## src/rtl/fsmc_stream_fifo_regs_pkg.sv

```systemverilog
// Shared constants for the FSMC stream FIFO register block.
// Holds the register address map and the STATUS bit positions used by the top
// level read mux and by anything that decodes STATUS.
package fsmc_stream_fifo_regs_pkg;

   // Register addresses
   localparam int unsigned ADR_TX_DATA = 0;
   localparam int unsigned ADR_RX_DATA = 1;
   localparam int unsigned ADR_STATUS  = 2;
   localparam int unsigned ADR_SCRATCH = 3;

   // STATUS bit indices
   localparam int unsigned ST_RX_NE   = 0;
   localparam int unsigned ST_TX_FULL = 1;
   localparam int unsigned ST_RX_OVF  = 2;

endpackage

```

## src/rtl/fsmc_stream_fifo_regs_sync_fifo.sv

```systemverilog
// sync_fifo: single-clock FIFO with registered pointers and occupancy count.
// Ports:
//   clk, rst     clock, asynchronous active-high reset (pointers/count only)
//   push, din    push request and data; accepted when not full, or when full
//                and a pop happens on the same edge
//   pop          pop request; ignored while empty
//   full, empty  occupancy flags from the registered count
//   head         entry at the read pointer (stale when empty)
//   count        occupancy 0..DEPTH
// Storage is not reset.
module sync_fifo #(
   parameter int unsigned W     = 8,
   parameter int unsigned DEPTH = 4
) (
   input  logic                     clk,
   input  logic                     rst,
   input  logic                     push,
   input  logic [W-1:0]             din,
   input  logic                     pop,
   output logic                     full,
   output logic                     empty,
   output logic [W-1:0]             head,
   output logic [$clog2(DEPTH):0]   count
);

   localparam int unsigned AW = $clog2(DEPTH);
   localparam int unsigned CW = AW + 1;

   logic [W-1:0]  mem [DEPTH];
   logic [AW-1:0] wr_ptr_q, wr_ptr_d;
   logic [AW-1:0] rd_ptr_q, rd_ptr_d;
   logic [CW-1:0] count_q, count_d;
   logic          do_push, do_pop;

   assign full  = (count_q == CW'(DEPTH));
   assign empty = (count_q == '0);
   assign head  = mem[rd_ptr_q];
   assign count = count_q;

   // A pop frees a slot in the same edge, so a full FIFO can still accept a push.
   assign do_pop  = pop & ~empty;
   assign do_push = push & (~full | do_pop);

   always_comb begin
      wr_ptr_d = wr_ptr_q;
      rd_ptr_d = rd_ptr_q;
      count_d  = count_q;
      if (do_push) wr_ptr_d = wr_ptr_q + AW'(1);
      if (do_pop)  rd_ptr_d = rd_ptr_q + AW'(1);
      unique case ({do_push, do_pop})
         2'b10:   count_d = count_q + CW'(1);
         2'b01:   count_d = count_q - CW'(1);
         default: count_d = count_q;
      endcase
   end

   always_ff @(posedge clk or posedge rst) begin
      if (rst) begin
         wr_ptr_q <= '0;
         rd_ptr_q <= '0;
         count_q  <= '0;
      end else begin
         wr_ptr_q <= wr_ptr_d;
         rd_ptr_q <= rd_ptr_d;
         count_q  <= count_d;
      end
   end

   always_ff @(posedge clk) begin
      if (do_push) mem[wr_ptr_q] <= din;
   end

endmodule

```

## src/rtl/fsmc_stream_fifo_regs.sv

```systemverilog
// fsmc_stream_fifo_regs: register stage behind the FSMC bus slave bridging the
// bus to a TX byte stream (valid/ready out) and a non-stallable RX stream.
// Register map: 0 TX_DATA (W push / R 0), 1 RX_DATA (R head, read pops),
//               2 STATUS {rx_ovf, tx_full, rx_ne} (read clears rx_ovf), 3 SCRATCH.
// Ports:
//   clk, rst                 clock, asynchronous active-high reset
//   do_write, w_data         write strobe and data from the bus slave
//   do_read                  read strobe (drives pop / clear-on-read)
//   rw_adr                   register address
//   read_data                combinational read mux (pre-pop/pre-clear values)
//   out_valid/out_data/out_ready   TX stream
//   in_valid/in_data         RX stream (always accepted, overflow if full)
//   irq                      only with FSMC_FIFO_IRQ_EN: registered rx_ne | rx_ovf
module fsmc_stream_fifo_regs
   import fsmc_stream_fifo_regs_pkg::*;
#(
   parameter int unsigned DATW  = 3,
   parameter int unsigned ADRW  = 2,
   parameter int unsigned DEPTH = 4
) (
   input  logic            clk,
   input  logic            rst,
   input  logic            do_write,
   input  logic [DATW-1:0] w_data,
   input  logic [ADRW-1:0] rw_adr,
   input  logic            do_read,
   output logic [DATW-1:0] read_data,
   output logic            out_valid,
   output logic [DATW-1:0] out_data,
   input  logic            out_ready,
   input  logic            in_valid,
   input  logic [DATW-1:0] in_data
`ifdef FSMC_FIFO_IRQ_EN
   ,
   output logic            irq
`endif
);

   localparam int unsigned CW = $clog2(DEPTH) + 1;

   logic            hit_tx, hit_rx, hit_st, hit_scr;
   logic            tx_push;
   logic            tx_full, tx_empty;
   logic [DATW-1:0] tx_head;
   logic [CW-1:0]   tx_count;
   logic            rx_pop;
   logic            rx_full, rx_empty;
   logic [DATW-1:0] rx_head;
   logic [CW-1:0]   rx_count;
   logic            ovf_set;
   logic            ovf_q, ovf_d;
   logic [DATW-1:0] scratch_q, scratch_d;
   logic [DATW-1:0] status;

   // Full-width compare so upper address bits must be zero to hit.
   assign hit_tx  = (rw_adr == ADRW'(ADR_TX_DATA));
   assign hit_rx  = (rw_adr == ADRW'(ADR_RX_DATA));
   assign hit_st  = (rw_adr == ADRW'(ADR_STATUS));
   assign hit_scr = (rw_adr == ADRW'(ADR_SCRATCH));

   assign tx_push = do_write & hit_tx;
   assign rx_pop  = do_read & hit_rx & ~rx_empty;
   // A same-edge pop makes room, so only an unserved full FIFO overflows.
   assign ovf_set = in_valid & rx_full & ~rx_pop;

   sync_fifo #(
      .W     (DATW),
      .DEPTH (DEPTH)
   ) u_tx_fifo (
      .clk   (clk),
      .rst   (rst),
      .push  (tx_push),
      .din   (w_data),
      .pop   (out_ready),
      .full  (tx_full),
      .empty (tx_empty),
      .head  (tx_head),
      .count (tx_count)
   );

   sync_fifo #(
      .W     (DATW),
      .DEPTH (DEPTH)
   ) u_rx_fifo (
      .clk   (clk),
      .rst   (rst),
      .push  (in_valid),
      .din   (in_data),
      .pop   (rx_pop),
      .full  (rx_full),
      .empty (rx_empty),
      .head  (rx_head),
      .count (rx_count)
   );

   assign out_valid = ~tx_empty;
   assign out_data  = tx_head;

   always_comb begin
      status             = '0;
      status[ST_RX_NE]   = ~rx_empty;
      status[ST_TX_FULL] = tx_full;
      status[ST_RX_OVF]  = ovf_q;
   end

   always_comb begin
      read_data = '0;
      if (hit_rx)       read_data = rx_empty ? '0 : rx_head;
      else if (hit_st)  read_data = status;
      else if (hit_scr) read_data = scratch_q;
   end

   always_comb begin
      ovf_d     = ovf_q;
      scratch_d = scratch_q;
      // Set has priority over clear-on-read so no overflow event is lost.
      if (ovf_set)                ovf_d = 1'b1;
      else if (do_read && hit_st) ovf_d = 1'b0;
      if (do_write && hit_scr) scratch_d = w_data;
   end

   always_ff @(posedge clk or posedge rst) begin
      if (rst) begin
         ovf_q     <= 1'b0;
         scratch_q <= '0;
      end else begin
         ovf_q     <= ovf_d;
         scratch_q <= scratch_d;
      end
   end

`ifdef FSMC_FIFO_IRQ_EN
   always_ff @(posedge clk or posedge rst) begin
      if (rst) irq <= 1'b0;
      else     irq <= ~rx_empty | ovf_q;
   end
`endif

   tx_count_a: assert property (@(posedge clk) disable iff (rst)
      tx_full == (tx_count == CW'(DEPTH)));
   rx_count_a: assert property (@(posedge clk) disable iff (rst)
      rx_empty == (rx_count == '0));

endmodule

```

## config.mk

```make
export PLATFORM = sky130hd
export DESIGN_NAME = fsmc_stream_fifo_regs
export DESIGN_NICKNAME = d
export VERILOG_FILES = /design/src/rtl/fsmc_stream_fifo_regs_pkg.sv /design/src/rtl/fsmc_stream_fifo_regs_sync_fifo.sv /design/src/rtl/fsmc_stream_fifo_regs.sv
export SDC_FILE = /design/constraint.sdc
export NUM_CORES = 1
export LEC_CHECK = 0
export CELL_PAD_IN_SITES_DETAIL_PLACEMENT = 1
export CELL_PAD_IN_SITES_GLOBAL_PLACEMENT = 1
export CORE_UTILIZATION = 40
export DETAILED_ROUTE_END_ITERATION = 10
export PLACE_DENSITY_LB_ADDON = 0.05
export SLEW_MARGIN = 20
export SYNTH_ARGS = -nofsm -noshare
export SYNTH_HDL_FRONTEND = slang
export SYNTH_HIERARCHICAL = 1
export SYNTH_SLANG_ARGS = --single-unit
```

## constraint.sdc

```tcl
create_clock -name clk -period 5.2 [get_ports clk]
set_input_delay 1.04 -clock clk [delete_from_list [all_inputs] [get_ports clk]]
set_output_delay 1.04 -clock clk [all_outputs]
set_load 0.005 [all_outputs]
```

==> impl_metrics.tcl, run 1 <==
set metrics [dict create \
    status "finished clean" \
    hold_viol 0 \
    syn2layout_area_growth_pct 17.2 \
    diodes 0 \
    dp_cells 237 \
    slew-limit-headroom_pct 71.2 \
    cts_tree "yes" \
    routed_wl_um 4070 \
    cts-buffers-inserted 5 \
    r2r_end "u_rx_fifo/count[2]" \
    firstDrtPassIters 4 \
    end_kind "primary output" \
    ys_ff_latch 42 \
    crit_top_cell "clkdlybuf4s50_1" \
    cp.required_ns 4.16 \
    critical_path_arrival_ns 2.79 \
    clock-sinks 42 \
    final_nets 199 \
    reg2regPathDepth 11 \
    grt_max_degree 15 \
    io_buffers 20 \
    clk_pin_slew_ns 0.08 \
    synth-edff-count 24 \
    power_density_nw_per_um2 493 \
    ctsResizeCount 0 \
    hold_depth 1 \
    coreArea_um2 5140 \
    overflow 0 \
    fin_tns_setup_ns 0 \
    crit_fanout 11 \
    finalNonFillerCells 245 \
    crit_type "in -> out" \
    grt_pass1_wl_um 6670 \
    hpwl_um 3070 \
    synth_cells 152 \
    die_height_um 75.1 \
    worstHoldStart "ovf_q" \
    synthArstFlopShare_pct 42.9 \
    routedWlPerCell_um 16.6 \
    hold_buffers 0 \
    drcViolationCount 0 \
    crit_slowest_cell "clkdlybuf4s50_1" \
    maxCapViolCount 0 \
    tightestPinTransition_ns 0.431 \
    drtAntennaViolNets 0 \
    r2r_slack_ns 2.69 \
    peakVddDrop_v 0.000217 \
    final_layout_size_suffix_gt1_share_pct 21.1 \
    fp.dieW_um 75.1 \
    final_area_um2 2500 \
    cts_setup_buffers 0 \
    timing.rr.start "u_rx_fifo/count[0]" \
    clk_latency_ns 0.30 \
    grt_pass1_vias 1285 \
    gp_congestion 0.775 \
    place_area_um2 2390 \
    pin_count 21 \
    start_util_pct 41.6 \
    clock_path_buffers 2 \
    yosysUniqueCellTypes 40 \
    drv_slew 0 \
    vias 1240 \
    power.leakage_nw 1.01 \
    syn_area_um2 2140 \
    syn_nets 177 \
    grt_use_total_pct 16.7 \
    synth-seq-area-share_pct 54.8 \
    synth_ff_type "edfxtp_1" \
    fin_skew_ns 0.00787 \
    fmax_mhz 261 \
    root_buffer "clkbuf_8" \
    viasPerCell 5.06 \
    worstHoldEndpoint "ovf_q" \
    cp_cell_sequence "clkdlybuf4s50_1 > mux2_4 > a32o_1 > clkdlybuf4s50_1" \
    setup_violations 0 \
    min-delay-path-class "reg -> reg" \
    syn_area_per_cell_um2 14.1 \
    drtIter0Drc 85 \
    slowest_delay_ns 0.73 \
    rows 26 \
    final_util_pct 48.7 \
    rsz0062_at_grt "false" \
    dieArea_um2 5640 \
    fin_crit_sh_pct 73.7 \
    htree_levels 2 \
    period_minus_slack_ns 3.83 \
    ys_warn_count 6 \
    antenna_found_initial 0 \
    start_kind "input pin" \
]
-- worst max-delay path, delay by kind of cell --
kind	cells	cell delay [ns]
buffers and inverters	2	1.19
muxes	1	0.34
AOI/OAI and AO/OA	1	0.22
-- power breakdown --
| part | internal (W) | switching, W |
|---|---|---|
| clock network | 0.000144 | 0.000118 |
| registers | 0.000444 | 0.0000979 |
| logic | 0.000250 | 0.000181 |
-- state kept, by name (all words and copies together) (netlist names) --
register            flops
u_rx_fifo/count         3
u_tx_fifo/rd_ptr_q      2
u_tx_fifo/mem          12
ovf_q                   1
u_rx_fifo/wr_ptr_q      2
u_rx_fifo/rd_ptr_q      2
u_tx_fifo/wr_ptr_q      2
u_rx_fifo/mem          12
u_tx_fifo/count         3
scratch_q               3
-- layout by cell type (no fill, tap or decap), drive strengths merged, types with 2 or more instances in the layout --
| cell | synthesis | final |
|---|---|---|
| edfxtp | 24 | 24 |
| clkdlybuf4s50 | 0 | 20 |
| inv | 18 | 19 |
| dfrtp | 18 | 18 |
| ha | 9 | 9 |
| and2 | 9 | 9 |
| xnor2 | 7 | 7 |
| mux2 | 7 | 7 |
| mux4 | 6 | 6 |
| nor2 | 5 | 5 |
| clkbuf | 2 | 5 |
| xor2 | 4 | 4 |
| a32o | 3 | 3 |
| nand2 | 3 | 3 |
| nand3b | 2 | 2 |
| and3 | 2 | 2 |
| nor3b | 2 | 2 |
| or3b | 2 | 2 |
| o21a | 2 | 2 |
| nor3 | 2 | 2 |
| fa | 2 | 2 |
| a21oi | 2 | 2 |
| o22ai | 2 | 2 |
| nor2b | 2 | 2 |
| nand4bb | 2 | 2 |
-- per-stage QoR --
stage	power, W	worst slack [ns]	hold WS, ns
after floorplan	0.000833	2.42	0.466
after global routing	0.00132	1.32	0.543
after detailed placement	0.000984	1.38	0.492
after global placement	0.000957	1.47	0.506
after CTS	0.00125	1.37	0.515
final	0.00123	1.37	0.519
-- cells in the mapped netlist (all sizes together), types with 2 or more instances --
library cell	number	area share, %
mux4	6	6.3
mux2	7	4.4
a21oi	2	0.47
and3	2	0.59
o22ai	2	0.59
nand4bb	2	1.3
or3b	2	0.82
nor3b	2	0.70
nand3b	2	0.70
a32o	3	1.4
nand2	3	0.53
xnor2	7	2.9
and2	9	3.1
dfrtp	18	21
ha	9	5.3
nor2b	2	0.59
xor2	4	1.6
edfxtp	24	34
fa	2	1.9
buf	4	1.5
o21a	2	1.4
nor2	5	0.88
clkbuf	2	0.35
inv	18	3.2
nor3	2	0.47
-- cell type report --
cell class / instances / area, µm²
flip-flops and latches: 42 / 1170
inverters: 18 / 67.6
clock buffers: 5 / 68.8
clock inverters: 3 / 43.8
fillers: 554 / 2640
repair buffers: 21 / 208
multi-input cells: 86 / 858
well taps: 70 / 87.6
-- worst max-delay path by stage --
stage	depth (start not counted)	start	end
after floorplan	8	rw_adr[1]	u_tx_fifo/count[2]
after global placement	4	rw_adr[0]	read_data[1]
after detailed placement	4	rw_adr[0]	read_data[2]
after CTS	4	rw_adr[0]	read_data[2]
after global routing	4	rw_adr[0]	read_data[1]
final	4	rw_adr[0]	read_data[1]
-- per-layer routing --
layer / vias to the layer above / share of wire, % / GRT usage (%) / routed length (µm)
li1: 579 / - / - / -
met5: - / 0 / 0 / 0
met3: 7 / 3.6 / 5.09 / 148
met1: 631 / 47 / 21.2 / 1930
met4: 0 / 1.5 / 6.71 / 60
met2: 23 / 47 / 26.7 / 1930
-- logic make-up after synthesis --
family | synth area share [%]
xor+xnor | 4.51
flops | 54.8
compound gates | 6.62
fa+ha+maj | 7.14
mux | 11.2
buf+inv | 5.03
simple gates | 10.7
Power figures use the tool's default switching activity.
==> run 2, diff against run 1 <==
==> constraint.sdc (replaced) <==
create_clock -name clk -period 3.7 [get_ports clk]
set_input_delay 0.74 -clock clk [delete_from_list [all_inputs] [get_ports clk]]
set_output_delay 0.74 -clock clk [all_outputs]
set_load 0.005 [all_outputs]
==> run 2 against run 1 <==
Compared with the run above: routed wire length up 4.9%; global-route usage up 0.98 points; hold slack improved by 0.010 ns; worst setup slack worse by 0.88 ns; via count grew 1.0%; die area unchanged; power grew 46%; register-to-register slack worse by 1.5 ns; sequential share of layout area shrank 0.51 points; final cell count up 0.41%; critical path depth stayed put; largest cell class unchanged.
==> impl_metrics.tcl, run 2 (synthesis gave the netlist of run 1 again) <==
set metrics [dict create \
    hpwl_um 3300 \
    drv_slew 0 \
    hold_buffers 0 \
    io_buffers 20 \
    tightestPinTransition_ns 0.424 \
    fp.dieW_um 75.1 \
    start_kind "input pin" \
    maxCapViolCount 0 \
    antenna_found_initial 0 \
    cts_setup_buffers 0 \
    end_kind "primary output" \
    layout_common_cells "24 x edfxtp_1, 20 x clkdlybuf4s50_1, 18 x inv_1, 18 x dfrtp_1, 9 x ha_1" \
    syn2layout_area_growth_pct 18.5 \
    vias 1253 \
    slew-limit-headroom_pct 71.6 \
    cp.required_ns 2.96 \
    hold_depth 1 \
    final_nets 200 \
    drtAntennaViolNets 0 \
    root_buffer "clkbuf_8" \
    crit_fanout 11 \
    diodes 0 \
    clk_pin_slew_ns 0.08 \
    setup_violations 0 \
    rows 26 \
    die_height_um 75.1 \
    firstDrtPassIters 4 \
    cts-buffers-inserted 5 \
    fin_tns_setup_ns 0 \
    critical_path_arrival_ns 2.47 \
    routed_wl_um 4270 \
    hold_viol 0 \
    drtIter0Drc 104 \
    fin_skew_ns 0.00520 \
    routedWlPerCell_um 17.4 \
    clock-sinks 42 \
    start_util_pct 41.6 \
    gp_congestion 0.773 \
    final_layout_size_suffix_gt1_share_pct 21.0 \
    timing.rr.start "u_rx_fifo/count[0]" \
    htree_levels 2 \
    grt_max_degree 14 \
    layout_commonest_cell "edfxtp_1" \
    min-delay-path-class "reg -> reg" \
    ctsResizeCount 0 \
    grt_use_total_pct 17.7 \
    pin_count 21 \
    cts_tree "yes" \
    crit_type "in -> out" \
    clk_latency_ns 0.29 \
    power_density_nw_per_um2 711 \
    hold_ws_ns 0.529 \
    largestRegisters "u_rx_fifo/mem: 12 flops, u_tx_fifo/mem: 12 flops" \
    crit_start "rw_adr[0]" \
    grt_pass1_wl_um 6820 \
    drcViolationCount 0 \
    grt_pass1_vias 1320 \
    peakVddDrop_v 0.000261 \
    period_minus_slack_ns 3.21 \
    worstHoldStart "u_rx_fifo/count[2]" \
    reg2regPathDepth 11 \
    coreArea_um2 5140 \
    viasPerCell 5.09 \
    dieArea_um2 5640 \
    rsz0062_at_grt "false" \
    fin_crit_sh_pct 86.7 \
    clock_path_buffers 2 \
    overflow 0 \
    power.leakage_nw 1.02 \
    fmax_mhz 312 \
    status "finished clean" \
]
run 2: cell count changes in the layout (fill, tap and decap cells not counted), sizes merged:
cell,previous run,this run
buf,1,2
bufinv,1,2
inv,19,18
run 2: layout make-up:
| class | instances | area [µm²] |
|---|---|---|
| inverter | 18 | 67.6 |
| tap | 70 | 87.6 |
| multi-input combinational | 86 | 858 |
| timing repair buffer | 22 | 215 |
| fill | 552 | 2610 |
| clock buffer | 5 | 68.8 |
| clock inverter | 3 | 63.8 |
| sequential | 42 | 1170 |
run 2: worst paths after layout:
path	end	slack [ns]
max in group asynchronous	u_rx_fifo/rd_ptr_q[1]	2.67
min in group asynchronous	scratch_q[0]	0.70
max reg2reg	u_rx_fifo/count[2]	1.23
max	read_data[1]	0.49
min reg2reg	u_rx_fifo/count[2]	0.53
min	u_rx_fifo/count[2]	0.53
run 2: through the flow:
stage | power [W] | area [µm²] | util (%) | instances | worst slack (ns)
final | 0.00180 | 2530 | 49.3 | 246 | 0.491
after detailed placement | 0.00140 | 2400 | 46.7 | 238 | 0.487
after CTS | 0.00182 | 2530 | 49.3 | 246 | 0.485
after global routing | 0.00192 | 2530 | 49.3 | 246 | 0.420
after floorplan | 0.00117 | 2140 | - | 152 | 1.22
after global placement | 0.00135 | 2400 | 46.7 | 238 | 0.567
run 2: critical path: stages:
cell and delay (ns):
clkdlybuf4s50_1 0.73, mux2_4 0.34, a32o_1 0.21, clkdlybuf4s50_1 0.45
run 2: power by group:
group,internal [W],switching (W)
Sequential,0.000624,0.000143
Combinational,0.000353,0.000259
Clock,0.000267,0.000154
Total,0.00124,0.000556
run 2: routing by layer:
metal  GRT usage, %  wire, µm  vias up
li1               -         -      584
met1           21.7      1920      639
met2           29.2      2130       21
met3           4.55       139        9
met4           8.18        85        0
met5              0         0        -
==> run 3, diff against run 2 <==
--- a/config.mk
+++ b/config.mk
@@ -8,6 +8,7 @@
 export CELL_PAD_IN_SITES_DETAIL_PLACEMENT = 1
 export CELL_PAD_IN_SITES_GLOBAL_PLACEMENT = 1
 export CORE_UTILIZATION = 40
+export CTS_CLUSTER_DIAMETER = 100
 export DETAILED_ROUTE_END_ITERATION = 10
 export PLACE_DENSITY_LB_ADDON = 0.05
 export SLEW_MARGIN = 20
==> results of run 3 <==
The final DEF is identical to that of run 2; final timing and power are the same.
